==> config.mk <==
export PLATFORM = sky130hd
export DESIGN_NAME = icache_axi_refill_flat
export DESIGN_NICKNAME = d
export VERILOG_FILES = /design/src/rtl/icache_axi_refill_if.sv /design/src/rtl/icache_axi_refill.sv /design/src/flat_wrapper.sv
export SDC_FILE = /design/constraint.sdc
export NUM_CORES = 1
export LEC_CHECK = 0
export CORE_AREA = 2 2 155 111
export DETAILED_ROUTE_END_ITERATION = 8
export DIE_AREA = 0 0 157 113
export GPL_TIMING_DRIVEN = 0
export PLACE_DENSITY = 0.84
export SKIP_CTS_REPAIR_TIMING = 1
export SLEW_MARGIN = 10
export SYNTH_ARGS = -nofsm -noshare
export SYNTH_HDL_FRONTEND = slang
export SYNTH_SLANG_ARGS = --single-unit
==> constraint.sdc <==
create_clock -name clk -period 2.2 [get_ports clk]
set_clock_uncertainty 0.2 [all_clocks]
set_input_delay 0.33 -clock clk [delete_from_list [all_inputs] [get_ports clk]]
set_output_delay 0.33 -clock clk [all_outputs]
set_load 0.005 [all_outputs]
==> src/rtl/icache_axi_refill_if.sv <==
// rtl/icache_axi_refill_if.sv - AXI4 read-address and read-data channel bundle for the icache refill master
interface icache_axi_refill_if;
    logic [3:0]  arid;
    logic [31:0] araddr;
    logic [7:0]  arlen;
    logic [2:0]  arsize;
    logic [1:0]  arburst;
    logic        arvalid;
    logic        arready;
    logic [3:0]  rid;
    logic [31:0] rdata;
    logic [1:0]  rresp;
    logic        rlast;
    logic        rvalid;
    logic        rready;

    modport master (
        output arid, araddr, arlen, arsize, arburst, arvalid, rready,
        input  arready, rid, rdata, rresp, rlast, rvalid
    );

    modport slave (
        input  arid, araddr, arlen, arsize, arburst, arvalid, rready,
        output arready, rid, rdata, rresp, rlast, rvalid
    );
endinterface

==> src/rtl/icache_axi_refill.sv <==
// rtl/icache_axi_refill.sv - single-outstanding icache line refill over one AXI4 INCR read burst
module icache_axi_refill #(
    parameter int          LINE_WORDS = 4,
    parameter logic [3:0]  AXI_ID     = 4'd0
) (
    input  logic                     clk,
    input  logic                     reset,
    input  logic                     icache_rd_req,
    input  logic [31:0]              icache_rd_addr,
    output logic                     icache_rd_rdy,
    output logic                     icache_ret_valid,
    output logic [32*LINE_WORDS-1:0] icache_ret_data,
    icache_axi_refill_if.master      axi
);

    localparam int CW = (LINE_WORDS > 1) ? $clog2(LINE_WORDS) : 1;
    localparam logic [CW-1:0] LAST_IDX = CW'(LINE_WORDS - 1);

    typedef enum logic [1:0] {
        IDLE  = 2'd0,
        AR    = 2'd1,
        RDATA = 2'd2,
        DONE  = 2'd3
    } state_t;

    state_t                         state_q, state_d;
    logic [31:0]                    araddr_q;
    logic [LINE_WORDS-1:0][31:0]    line_q;
    logic [CW-1:0]                  cnt_q;
    logic                           accept;
    logic                           beat_ok;

    // Response code is deliberately ignored; beats are stored whatever the response.
    logic [1:0] unused_rresp;
    assign unused_rresp = axi.rresp;

    assign axi.arid    = AXI_ID;
    assign axi.arlen   = 8'(LINE_WORDS - 1);
    assign axi.arsize  = 3'b010;
    assign axi.arburst = 2'b01;
    assign axi.araddr  = araddr_q;

    // Word k of the line sits at bits [32k+31:32k].
    assign icache_ret_data = line_q;

    // State register; reset abandons any burst in flight.
    always_ff @(posedge clk) begin
        if (reset) begin
            state_q <= IDLE;
        end else begin
            state_q <= state_d;
        end
    end

    // Next-state and handshake outputs, all decoded from the current state.
    always_comb begin
        state_d          = state_q;
        icache_rd_rdy    = 1'b0;
        icache_ret_valid = 1'b0;
        axi.arvalid      = 1'b0;
        axi.rready       = 1'b0;
        accept           = 1'b0;
        beat_ok          = 1'b0;
        case (state_q)
            IDLE: begin
                icache_rd_rdy = !reset;
                if (icache_rd_req && !reset) begin
                    accept  = 1'b1;
                    state_d = AR;
                end
            end
            AR: begin
                axi.arvalid = 1'b1;
                if (axi.arready) begin
                    state_d = RDATA;
                end
            end
            RDATA: begin
                // Foreign-ID beats are still acknowledged so the bus keeps moving.
                axi.rready = 1'b1;
                if (axi.rvalid && (axi.rid == AXI_ID)) begin
                    beat_ok = 1'b1;
                    if (axi.rlast) begin
                        state_d = DONE;
                    end
                end
            end
            DONE: begin
                icache_ret_valid = 1'b1;
                state_d          = IDLE;
            end
            default: begin
                state_d = IDLE;
            end
        endcase
    end

    // Address latch, line buffer and beat counter.
    always_ff @(posedge clk) begin
        if (reset) begin
            araddr_q <= 32'h0;
            line_q   <= '0;
            cnt_q    <= '0;
        end else if (accept) begin
            araddr_q <= {icache_rd_addr[31:4], 4'b0000};
            line_q   <= '0;
            cnt_q    <= '0;
        end else if (beat_ok) begin
            // Overlong bursts keep overwriting the last word until rlast arrives.
            line_q[cnt_q] <= axi.rdata;
            if (cnt_q != LAST_IDX) begin
                cnt_q <= cnt_q + CW'(1);
            end
        end
    end

endmodule

==> src/flat_wrapper.sv <==
// flat-port wrapper written by rule: the top's interface ports become plain ports
module icache_axi_refill_flat 
#(
    parameter int          LINE_WORDS = 4,
    parameter logic [3:0]  AXI_ID     = 4'd0
)
  (clk, reset, icache_rd_req, icache_rd_addr, icache_rd_rdy, icache_ret_valid, icache_ret_data, axi_arid, axi_araddr, axi_arlen, axi_arsize, axi_arburst, axi_arvalid, axi_rready, axi_arready, axi_rid, axi_rdata, axi_rresp, axi_rlast, axi_rvalid);
  icache_axi_refill_if axi_i ();
  input  logic clk;
  input  logic reset;
  input  logic icache_rd_req;
  input  logic [31:0] icache_rd_addr;
  output logic icache_rd_rdy;
  output logic icache_ret_valid;
  output logic [32*LINE_WORDS-1:0] icache_ret_data;
  output wire logic [$bits(axi_i.arid)-1:0] axi_arid;
  output wire logic [$bits(axi_i.araddr)-1:0] axi_araddr;
  output wire logic [$bits(axi_i.arlen)-1:0] axi_arlen;
  output wire logic [$bits(axi_i.arsize)-1:0] axi_arsize;
  output wire logic [$bits(axi_i.arburst)-1:0] axi_arburst;
  output wire logic [$bits(axi_i.arvalid)-1:0] axi_arvalid;
  output wire logic [$bits(axi_i.rready)-1:0] axi_rready;
  input wire logic [$bits(axi_i.arready)-1:0] axi_arready;
  input wire logic [$bits(axi_i.rid)-1:0] axi_rid;
  input wire logic [$bits(axi_i.rdata)-1:0] axi_rdata;
  input wire logic [$bits(axi_i.rresp)-1:0] axi_rresp;
  input wire logic [$bits(axi_i.rlast)-1:0] axi_rlast;
  input wire logic [$bits(axi_i.rvalid)-1:0] axi_rvalid;
  assign axi_arid = axi_i.arid;
  assign axi_araddr = axi_i.araddr;
  assign axi_arlen = axi_i.arlen;
  assign axi_arsize = axi_i.arsize;
  assign axi_arburst = axi_i.arburst;
  assign axi_arvalid = axi_i.arvalid;
  assign axi_rready = axi_i.rready;
  assign axi_i.arready = axi_arready;
  assign axi_i.rid = axi_rid;
  assign axi_i.rdata = axi_rdata;
  assign axi_i.rresp = axi_rresp;
  assign axi_i.rlast = axi_rlast;
  assign axi_i.rvalid = axi_rvalid;
  icache_axi_refill #(.LINE_WORDS(LINE_WORDS), .AXI_ID(AXI_ID)) u_core (.clk(clk), .reset(reset), .icache_rd_req(icache_rd_req), .icache_rd_addr(icache_rd_addr), .icache_rd_rdy(icache_rd_rdy), .icache_ret_valid(icache_ret_valid), .icache_ret_data(icache_ret_data), .axi(axi_i));
endmodule
## After elaboration in Yosys (flattened, before gate mapping)

Index checks and enable logic that the tools add are counted.

- Bits in registers: 160
- Bits of input ports: 76
- Output and inout port bits: 181
- Logic and storage cells: 43

- Add/sub/neg operators: 1
- Magnitude comparators: 2
- Eq/ne operators: 8
- Multiplexer cells: 16
- Reduce and logical (&&, ||, !) cells: 9

Operators with widths:

| cell | number |
|---|---|
| bitwise mux 128 bit | 1 |
| demux 32 bit (select 2 bit) | 1 |
| 2-to-1 mux 32 bit | 1 |
| 2-to-1 mux 1 bit | 8 |
| 2-to-1 mux 2 bit | 4 |
| one-hot mux 2 bit (4 select lines) | 1 |
| != test 2 bit (second input constant) | 3 |
| == test 2 bit (second input constant) | 2 |
| zero test 4 bit | 1 |
| != test 2 x 1 -> 1 bit (second input constant) | 2 |
| AND reduction 4 bit | 1 |
| logical AND 1 bit | 3 |
| less-than comparator 2 x 3 -> 1 bit (second input constant) | 1 |
| adder 2 x 1 -> 2 bit (second input constant) | 1 |
| == test 2 x 1 -> 1 bit (second input constant) | 1 |
| greater-or-equal comparator 2 x 1 -> 1 bit (second input constant) | 1 |
| zero test 2 bit | 1 |
| AND reduction 2 bit | 1 |
| OR reduction 2 bit | 1 |
| zero test 1 bit | 1 |

## Longest topological paths before layout

Gate-level depths: netlist (run 1).

- Word-level depth: 5
- Depth in mapped cells: 9
- Depth with buffers taken out: 6

## Least setup slack after synthesis (run 1)

Ideal clock, no wire load.

- Kind: register to register
- Start: register u_core.state_q[0]
- End: register u_core.line_q, in the netlist u_core.icache_ret_data[106]
- Library setup time: 0.071 ns
- Data arrival time: 1.624 ns
- Data required time: 1.929 ns
- Slack: 0.305 ns
- Stages on the path, launching flop included: 9
- Path buffers: 2
- Period minus slack after synthesis: 1.895 ns
- Path through: dfxtp_1 -> inv_1 -> ha_1 -> and2_0 -> clkbuf_1 -> nand3_1 -> clkbuf_1 -> nand2_1 -> a21oi_2

- Word-level cells in the longest chain between the ends: 3
- Elaborated cells on any way between the ends: 5
- Classes of those cells: 1 x eq/ne; 2 x mux; 2 x reduce/logical

RTL lines:

| element | RTL line | RTL |
|---|---|---|
| start, declared | icache_axi_refill.sv:26 | `state_t state_q, state_d;` |
| start signal, assigned | icache_axi_refill.sv:51 | `state_q <= state_d;` |
| zero test 2 bit | icache_axi_refill.sv:64 | `case (state_q)` |
| 2-to-1 mux 1 bit | icache_axi_refill.sv:64 |  |
| OR reduction 2 bit (no source line) | - |  |
| end signal, assigned by index | icache_axi_refill.sv:110 | `line_q[cnt_q] <= axi.rdata;` |
| end, declared | icache_axi_refill.sv:28 | `logic [LINE_WORDS-1:0][31:0] line_q;` |

Parallel ways exist; a longest one is shown, timed or not.
A chain may end at the register's enable or synchronous reset.

## Worst setup path after layout (run 1)

- Start: register u_core.state_q[1]
- End: register u_core.line_q, in the netlist u_core.icache_ret_data[41]

Same word-level chain as after synthesis.

==> out/results.tsv, run 1 <==
stage	metric	value	unit
status	status	completed	
yosys	register area share after synthesis	50.0	%
placed_design	Post-Place Setup Slack	-525	ps
clock_tree	Root Driver	clkbuf_16	
final_layout	share of layout cells above drive strength 1	24.0	%
timing	final hold slack	259	ps
job	Max Cap Viol	0	
final_layout	nets	1040	
floorplan	die area	17700	um^2
worst_setup_path	CP required	2300	ps
worst_setup_path	CP Capture Type	flip-flop	
grt	largest net degree at the start of global routing	17	
final_layout	post-route core utilization	60.4	%
timing	Final Max Tran Viols	0	
final_layout	post-route cell area	9750	um^2
clock_tree	CTS tree	yes	
power_and_ir_drop	sw frac	26.9	%
route	Vias	5563	
route	Final ANT Viol Nets	0	
worst_setup_path	Worst setup SP type	flip-flop	
placed_design	DP Wirelength	14400	um
timing	slew margin rel.	48.7	%
placed_design	Routability Congestion	0.782	
floorplan	# rows	39	
clock_tree	clk_lat worst skew	420	ps
yosys	cell count after synthesis	686	
floorplan	I/O pin count	257	
yosys	EDFF count, synth	0	
worst_setup_path	CP arrival	2140	ps
power_and_ir_drop	switching power total	1.97	mW
timing	final setup fails	0	
floorplan	Die Y-Extent	113	um
final_layout	leading cell type in the layout, fill and taps excluded	nand2_1	
clock_tree	Max clock buf depth	2	
timing	post-layout minimum cycle time	2050	ps
grt	first-pass GRT wire length	30000	um
worst_setup_path	critical path, cell by cell	inv_2, ha_2, a21o_1, clkbuf_1, clkbuf_2, a21oi_2	
timing	FMAX	489	MHz
timing	final worst-path cycle share	93.0	%
yosys	Yosys reg bits	160	
worst_hold_path	Hold WC Path Type	reg2reg	
power_and_ir_drop	clock power share	40.6	%
grt	GRT Util Overall	22.0	%
route	number of remaining DRC errors	0	
route	Initial DRC Count	226	
yosys	asr flop ratio synth	0	%
power_and_ir_drop	Power Total	7.31	mW
floorplan	Die W	157	um
grt	GRT overflow	0	
final_layout	sequential cell area	3210	um^2
final_layout	# diodes	0	
yosys	Synth warnings	0	
clock_tree	Clock transition at path regs	70	ps
power_and_ir_drop	PD cells	750	nW/um^2
final_layout	most frequent cells in the layout	nand2_1, clkdlybuf4s50_1, dfxtp_1, a21oi_2, a22o_1	
timing	setup TNS	0	ps
grt	vias in the first global route	5532	
worst_setup_path	crit-path leading delay family	buffers and inverters	
worst_setup_path	Critical Path Slowest Stage Cell	clkbuf_2	
floorplan	starting density of the core	39.7	%
worst_setup_path	crit-path max FO	10	
worst_setup_path	Buf/Inv on CP	3	
placed_design	placed cell count	1159	
floorplan	core footprint	16200	um^2
yosys	Syn Area/Cell	9.35	um^2
timing	Worst Slack Setup Final	154	ps
clock_tree	clock sink total	160	
yosys	Mapped Area	6410	um^2
yosys	synth unique cells	28	
power_and_ir_drop	P_leak	3.28	nW
final_layout	fillers	1371	
yosys	top_reg_cell synth	dfxtp_1	
route	routed vias/inst	4.66	
timing	slew of the pin with the lowest slew margin	769	ps
worst_setup_path	slowest stage delay, CP	440	ps
power_and_ir_drop	Pint	5.34	mW
placed_design	area of placed instances	9060	um^2
power_and_ir_drop	Seq pwr share	42.6	%
power_and_ir_drop	Logic pwr share	16.8	%
clock_tree	H-tree depth	4	
timing	Hold Fails Final Rpt	0	
final_layout	synth-to-layout area growth	52.1	%
power_and_ir_drop	worst vdd ir	450	uV
route	WL final	19800	um
route	WL/cell	16.6	um
placed_design	IO buf count	229	
final_layout	Multi-input gate area	2730	um^2
grt	initial antenna violation count	0	
route	Pre-antenna DRT Iters	4	
clock_tree	CTS buffer count	17	
final_layout	fin cells	1193	
timing	RSZ-0062 raised after global routing	no	
worst_setup_path	Setup CP Type	reg2reg	
-- worst min-delay path: stages (launching register included) --
cell and delay (ps):
dfxtp_1 310, nand2_1 50, a21oi_1 50
-- state kept, by name, summed over array words and instances (netlist names) --
name,cells
u_core.axi.araddr,28
u_core.cnt_q,2
u_core.state_q,2
u_core.icache_ret_data,128
-- layer usage --
metal / part of all wire, % / vias to the layer above / wire, um / GRT usage, %
met4: 1.2 / 0 / 239 / 5.14
met1: 44 / 2609 / 8630 / 27.1
met5: 0 / - / 0 / 0
li1: - / 2738 / - / -
met2: 45 / 200 / 8950 / 35.9
met3: 9.9 / 16 / 1960 / 9.38
-- cell families (layout without fill, tap and decap cells) --
| group | Yosys count | count (layout) | synth area share (%) |
|---|---|---|---|
| muxes | 2 | 2 | 0.312 |
| other | 2 | 21 | 0.117 |
| AOI/OAI and AO/OA | 162 | 162 | 21.4 |
| xor gates and xnor gates | 1 | 1 | 0.137 |
| adders and majority gates | 9 | 9 | 1.76 |
| and+or+nand+nor | 277 | 277 | 17.2 |
| DFF | 160 | 160 | 50.0 |
| buffers and inverters | 73 | 336 | 9.15 |
-- synthesized netlist by cell type, types with 5 or more instances --
cell type / count / area [um^2]
dfxtp_1: 160 / 3200
nand2_1: 255 / 957
a22o_1: 28 / 245
buf_12: 12 / 240
clkbuf_1: 25 / 93.8
ha_1: 9 / 113
buf_2: 7 / 35.0
nand3_1: 5 / 25.0
buf_4: 21 / 158
a21oi_1: 11 / 55.1
a21oi_2: 120 / 1050
-- final cells by class --
type                            count  area share (%)
Multi-Input combinational cell    472            28.0
Clock inverter                     11            1.33
Clock buffer                       21            4.72
Timing Repair Buffer              231            23.7
Sequential cell                   160            32.9
Buffer                             69            6.29
Tap cell                          225            2.89
Inverter                            4           0.154
-- worst paths after layout --
kind,depth (start not counted),slack (ps),to,from
max,6,150,u_core.icache_ret_data[41],u_core.state_q[1]
min,2,260,u_core.icache_ret_data[127],u_core.icache_ret_data[127]
max reg2reg,6,150,u_core.icache_ret_data[41],u_core.state_q[1]
min reg2reg,2,260,u_core.icache_ret_data[127],u_core.icache_ret_data[127]
-- power by group through the flow --
stage	Combinational (mW)	Clock, mW	Sequential (mW)
floorplan	0.563	0	3.17
global placement	1.19	0	3.17
detailed placement	1.20	0	3.17
CTS	1.21	3.02	3.11
global route	1.32	3.15	3.13
finish	1.23	2.96	3.12
Note: power is estimated with default switching activity, not from simulation.
==> run 2: changes to the inputs <==
--- a/config.mk
+++ b/config.mk
@@ -5,6 +5,7 @@
 export SDC_FILE = /design/constraint.sdc
 export NUM_CORES = 1
 export LEC_CHECK = 0
+export CAP_MARGIN = 10
 export CORE_AREA = 2 2 155 111
 export DETAILED_ROUTE_END_ITERATION = 8
 export DIE_AREA = 0 0 157 113
==> constraint.sdc (replaced) <==
create_clock -name clk -period 2.4 [get_ports clk]
set_clock_uncertainty 0.2 [all_clocks]
set_input_delay 0.36 -clock clk [delete_from_list [all_inputs] [get_ports clk]]
set_output_delay 0.36 -clock clk [all_outputs]
set_load 0.005 [all_outputs]
==> run 2 against run 1 <==
  * Die area is the same
  * Combinational power decreased by 9.8%
  * Flip-flop and latch count is the same
  * Register-to-register slack improved by 70 ps
  * Count of clock-buffer cells in the layout unchanged
  * Power fell by 8.6%
  * First-iteration DRC count up 6.6%
  * Final cell count fell by 0.17%
  * Critical endpoint is now axi_rready
==> out/results.tsv, run 2 (synthesis results as in run 1) <==
stage	metric	value	unit	change
status	status	completed		
power_and_ir_drop	PD cells	690	nW/um^2	-8.0%
worst_hold_path	Hold WC Path Type	reg2reg		
grt	GRT Util Overall	22.0	%	unchanged
route	Initial DRC Count	241		+6.6%
route	WL/cell	16.5	um	-0.56%
power_and_ir_drop	sw frac	26.8	%	-0.074 points
clock_tree	H-tree depth	4		unchanged
clock_tree	clk_lat worst skew	420	ps	about the same
clock_tree	Clock transition at path regs	60	ps	about the same
route	Final ANT Viol Nets	0		unchanged
placed_design	DP Wirelength	14400	um	unchanged
job	Max Cap Viol	0		unchanged
clock_tree	CTS tree	yes		
timing	Hold Fails Final Rpt	0		unchanged
worst_setup_path	slowest stage delay, CP	570	ps	+130 ps
timing	slew of the pin with the lowest slew margin	849	ps	+80.1 ps
power_and_ir_drop	Pint	4.89	mW	-8.5%
power_and_ir_drop	Power Total	6.68	mW	-8.6%
power_and_ir_drop	worst vdd ir	412	uV	-8.5%
power_and_ir_drop	clock power share	40.7	%	about the same
timing	FMAX	454	MHz	
floorplan	Die W	157	um	unchanged
floorplan	starting density of the core	39.7	%	unchanged
timing	final hold slack	258	ps	-0.723 ps
clock_tree	CTS buffer count	17		unchanged
final_layout	most frequent cells in the layout	nand2_1, clkdlybuf4s50_1, dfxtp_1, a21oi_2, a22o_1		
final_layout	# diodes	0		unchanged
floorplan	Die Y-Extent	113	um	unchanged
worst_setup_path	Worst setup SP type	flip-flop		
power_and_ir_drop	switching power total	1.79	mW	-8.8%
floorplan	I/O pin count	257		unchanged
route	routed vias/inst	4.66		about the same
worst_setup_path	Critical Path Slowest Stage Cell	clkdlybuf4s50_1		
worst_hold_path	hold endpoint	u_core.icache_ret_data[127]		
final_layout	leading cell type in the layout, fill and taps excluded	nand2_1		
final_layout	synth-to-layout area growth	51.1	%	
clock_tree	Root Driver	clkbuf_16		
timing	final worst-path cycle share	91.7	%	
clock_tree	clock sink total	160		unchanged
worst_setup_path	Critical R2R Launch	u_core.state_q[0]		
final_layout	post-route cell area	9690	um^2	-0.65%
grt	GR Layer Usage met3	9.38	%	unchanged
final_layout	fillers	1378		+0.51%
grt	largest net degree at the start of global routing	17		unchanged
grt	first-pass GRT wire length	30000	um	unchanged
worst_setup_path	cell depth of the worst flop-to-flop path	8		+2
placed_design	Routability Congestion	0.782		unchanged
floorplan	# rows	39		unchanged
worst_setup_path	critical path, cell by cell	ha_1, clkdlybuf4s50_1		
worst_setup_path	crit-path max FO	4		-6
placed_design	IO buf count	229		unchanged
worst_setup_path	CP required	1840	ps	-460 ps
placed_design	area of placed instances	9060	um^2	unchanged
route	Pre-antenna DRT Iters	4		unchanged
route	number of remaining DRC errors	0		unchanged
grt	initial antenna violation count	0		unchanged
route	WL final	19600	um	-0.73%
worst_setup_path	Setup CP Type	reg2out		
worst_setup_path	CP arrival	1640	ps	-500 ps
power_and_ir_drop	P_leak	3.25	nW	-0.86%
final_layout	share of layout cells above drive strength 1	23.1	%	-0.88 points
grt	GRT overflow	0		unchanged
clock_tree	Max clock buf depth	2		unchanged
grt	vias in the first global route	5532		unchanged
worst_setup_path	CP Capture Type	output pin		
final_layout	number of flip-flops in the largest register	128		unchanged
timing	RSZ-0062 raised after global routing	no		
grt	GR Util met2	35.9	%	unchanged
timing	final setup fails	0		unchanged
floorplan	core footprint	16200	um^2	unchanged
timing	slew margin rel.	43.4	%	-5.3 points
final_layout	post-route core utilization	60.0	%	-0.40 points
final_layout	nets	1038		-0.19%
timing	Final Max Tran Viols	0		unchanged
route	Vias	5555		-0.14%
grt	met1 usage	27.1	%	unchanged
power_and_ir_drop	Seq pwr share	42.7	%	about the same
worst_hold_path	WHS Path Cells	2		unchanged
worst_setup_path	flop2flop setup slack	220	ps	+70 ps
grt	busiest grt layer	met2		
timing	post-layout minimum cycle time	2200	ps	
worst_setup_path	Reg-to-Reg End	u_core.icache_ret_data[28]		
worst_hold_path	HP Start	u_core.icache_ret_data[127]		
floorplan	die area	17700	um^2	unchanged
power_and_ir_drop	Logic pwr share	16.7	%	about the same
## run 2: cell types whose count changed in the layout (fill, tap and decap cells not counted), moves of 2 or more
cell,change
dfxtp_1,+2
nand3_1,+3
dfxtp_2,-2
buf_4,-4
clkbuf_4,-4
nand3_2,-2
buf_2,-3
clkbuf_2,+9
## run 2: metrics by stage
| stage | instances | setup WS (ps) | TNS, ps |
|---|---|---|---|
| 2_1_floorplan | 705 | 505 | 0 |
| 3_3_place_gp | 1159 | -324 | -29220 |
| 3_5_place_dp | 1159 | -355 | -31980 |
| 4_1_cts | 1191 | -126 | -3240 |
| 5_1_grt | 1191 | 19.8 | 0 |
| 6_report | 1191 | 198 | 0 |
## run 2: area by class of cell
type	instances	area, um^2	area share [%]
flip-flops and latches	160	3200	33.1
plain buffers	69	598	6.17
repair buffers	229	2290	23.7
clock buffers	21	460	4.75
well taps	225	282	2.91
multi-input cells	472	2700	27.9
clock inverters	11	130	1.34
inverters	4	15.0	0.155
## run 2: how the worst max path moves through the flow
stage                       from                          end  slack, ps  cells after the start
2_1_floorplan  u_core.state_q[0]  u_core.icache_ret_data[106]        510                      8
3_3_place_gp          axi_rid[0]   u_core.icache_ret_data[48]       -320                      6
3_5_place_dp          axi_rid[0]   u_core.icache_ret_data[55]       -360                      6
4_1_cts        u_core.state_q[0]   u_core.icache_ret_data[53]       -130                      8
5_1_grt        u_core.state_q[0]  u_core.icache_ret_data[112]         20                      8
6_report       u_core.state_q[1]                   axi_rready        200                      2
## run 2: power by group through the flow
stage               clock, mW  combinational, mW  sequential [mW]
detailed placement          0               1.10             2.91
CTS                      2.77               1.11             2.85
global placement            0               1.09             2.90
finish                   2.72               1.11             2.85
global route             2.89               1.20             2.86
floorplan                   0              0.517             2.91
## run 2: per-layer routing
layer,wire [um],vias to the layer above
met2,8810,196
met5,0,-
met4,235,0
met1,8760,2612
met3,1840,16
li1,-,2731
## run 2: critical path: cells and delay by family, from the launching register on
| kind | cells | cell delay, ps |
|---|---|---|
| DFF | 1 | 400 |
| adders and majority gates | 1 | 250 |
| buffers and inverters | 1 | 570 |
==> run 3: changes to the inputs <==
--- a/config.mk
+++ b/config.mk
@@ -6,9 +6,9 @@
 export NUM_CORES = 1
 export LEC_CHECK = 0
 export CAP_MARGIN = 10
-export CORE_AREA = 2 2 155 111
+export CORE_AREA = 5 5 158 114
 export DETAILED_ROUTE_END_ITERATION = 8
-export DIE_AREA = 0 0 157 113
+export DIE_AREA = 0 0 163 119
 export GPL_TIMING_DRIVEN = 0
 export PLACE_DENSITY = 0.84
 export SKIP_CTS_REPAIR_TIMING = 1
==> run 3 against run 2 <==
  * Register-to-register slack worse by 60 ps
  * Sequential share of layout area decreased by 0.15 points
  * Critical path depth grew 6
  * Critical path type is now reg2reg
  * Critical endpoint is now u_core.icache_ret_data[26]
  * Largest cell class unchanged
  * Largest power group is now the clock network
==> out/results.tsv, run 3 (synthesis results as in run 1) <==
stage	metric	value	unit	change
status	status	completed		
grt	GRT Util Overall	20.5	%	-1.5 points
route	Vias	5668		+2.0%
placed_design	Routability Congestion	0.825		+5.4%
timing	RSZ-0062 raised after global routing	no		
timing	slew of the pin with the lowest slew margin	790	ps	-59.4 ps
timing	FMAX	446	MHz	-1.8%
worst_setup_path	crit-path max FO	10		+6
grt	largest net degree at the start of global routing	17		unchanged
clock_tree	Clock transition at path regs	60	ps	about the same
timing	slew margin rel.	47.3	%	+4.0 points
floorplan	I/O pin count	257		unchanged
final_layout	nets	1038		unchanged
final_layout	fin cells	1190		-0.084%
power_and_ir_drop	worst vdd ir	432	uV	+4.7%
final_layout	Multi-input gate area	2700	um^2	unchanged
route	Initial DRC Count	357		+48%
worst_setup_path	Worst setup SP type	flip-flop		
grt	vias in the first global route	5628		+1.7%
grt	initial antenna violation count	0		unchanged
final_layout	most frequent cells in the layout	nand2_1, clkdlybuf4s50_1, dfxtp_1, a21oi_2, a22o_1		
final_layout	# diodes	0		unchanged
floorplan	Die W	163	um	+3.8%
placed_design	placed cell count	1159		unchanged
placed_design	Post-Place Setup Slack	-383	ps	-27.3 ps
final_layout	leading cell type in the layout, fill and taps excluded	nand2_1		
power_and_ir_drop	PD cells	710	nW/um^2	+3.0%
route	number of remaining DRC errors	0		unchanged
power_and_ir_drop	Power Total	6.91	mW	+3.4%
clock_tree	CTS tree	yes		
grt	first-pass GRT wire length	31500	um	+5.1%
final_layout	sequential cell area	3200	um^2	unchanged
placed_design	IO buf count	229		unchanged
timing	Hold Fails Final Rpt	0		unchanged
clock_tree	clk_lat worst skew	420	ps	about the same
clock_tree	CTS buffer count	17		unchanged
worst_hold_path	Hold WC Path Type	reg2reg		
timing	Worst Slack Setup Final	159	ps	-39.6 ps
final_layout	number of flip-flops in the largest register	128		unchanged
final_layout	share of layout cells above drive strength 1	22.6	%	-0.49 points
power_and_ir_drop	P_leak	3.28	nW	+0.95%
route	Final ANT Viol Nets	0		unchanged
timing	Final Max Tran Viols	0		unchanged
timing	post-layout minimum cycle time	2240	ps	+39.6 ps
clock_tree	clock sink total	160		unchanged
floorplan	# rows	39		unchanged
placed_design	DP Wirelength	15100	um	+4.9%
worst_setup_path	Setup CP Type	reg2reg		
worst_setup_path	Critical R2R Launch	u_core.state_q[0]		
route	routed vias/inst	4.76		+2.1%
worst_setup_path	CP required	2550	ps	+710 ps
final_layout	synth-to-layout area growth	51.8	%	
route	WL/cell	17.0	um	+3.3%
clock_tree	Max clock buf depth	2		unchanged
clock_tree	H-tree depth	4		unchanged
timing	final hold slack	254	ps	-4.53 ps
floorplan	core footprint	16200	um^2	+0.30%
grt	GRT overflow	0		unchanged
floorplan	Die Y-Extent	119	um	+5.3%
timing	final setup fails	0		unchanged
job	Max Cap Viol	0		unchanged
timing	final worst-path cycle share	93.4	%	+1.6 points
final_layout	fillers	1383		+0.36%
worst_hold_path	HP Start	u_core.icache_ret_data[127]		
floorplan	starting density of the core	39.6	%	-0.12 points
worst_setup_path	CP arrival	2390	ps	+750 ps
route	WL final	20300	um	+3.2%
route	Pre-antenna DRT Iters	4		unchanged
worst_setup_path	CP Capture Type	flip-flop		
clock_tree	Root Driver	clkbuf_16		
floorplan	die area	19400	um^2	+9.3%
worst_setup_path	first element of the critical path	u_core.state_q[0]		
==> run 3: changes by cell type in the layout (fill, tap and decap cells not counted), moves of 2 or more <==
cell,change
clkinvlp_4,-4
bufinv_16,+3
clkbuf_1,+2
inv_1,+2
inv_2,-2
inv_6,-2
==> run 3: critical path: stages, from the launching register on <==
cell      delay (ps)
dfxtp_1          380
inv_1            100
ha_1             240
and2_0           200
clkbuf_2         180
nand3_1          250
clkbuf_2         340
nand2_1          130
a21oi_2          140
==> run 3: cell type report <==
| type | instances | area share (%) |
|---|---|---|
| clock buffers | 22 | 4.67 |
| plain buffers | 69 | 6.15 |
| inverters | 4 | 0.154 |
| well taps | 225 | 2.89 |
| flip-flops and latches | 160 | 32.9 |
| multi-input cells | 472 | 27.8 |
| repair buffers | 229 | 23.6 |
| clock inverters | 9 | 1.86 |
==> run 3: per-stage QoR <==
stage	util [%]	instance area, um^2	setup TNS [ps]
finish	60.1	9730	0
global route	60.1	9730	0
CTS	59.8	9690	-4920
detailed placement	55.9	9060	-36050
global placement	55.9	9060	-31520
floorplan	-	6480	0
==> run 3: worst paths after layout <==
kind                                               endpoint  slack (ps)  cells past startpoint
worst max-delay path             u_core.icache_ret_data[26]         160                      8
worst min-delay path            u_core.icache_ret_data[127]         250                      2
worst max register to register   u_core.icache_ret_data[26]         160                      8
worst min register to register  u_core.icache_ret_data[127]         250                      2
==> run 3: report_power, final <==
part	switching, mW	leakage [nW]	internal, mW
sequential	0.0696	1.29	2.78
clock	1.07	0.309	1.88
combinational	0.606	1.68	0.514
total	1.75	3.28	5.17
==> run 3: layer usage <==
layer,GRT usage [%],share of wire [%],wire length (um)
met1,25.8,45,9020
met2,33.1,45,9170
met3,8.53,9.1,1840
met4,4.77,1.2,234
met5,0,0,0
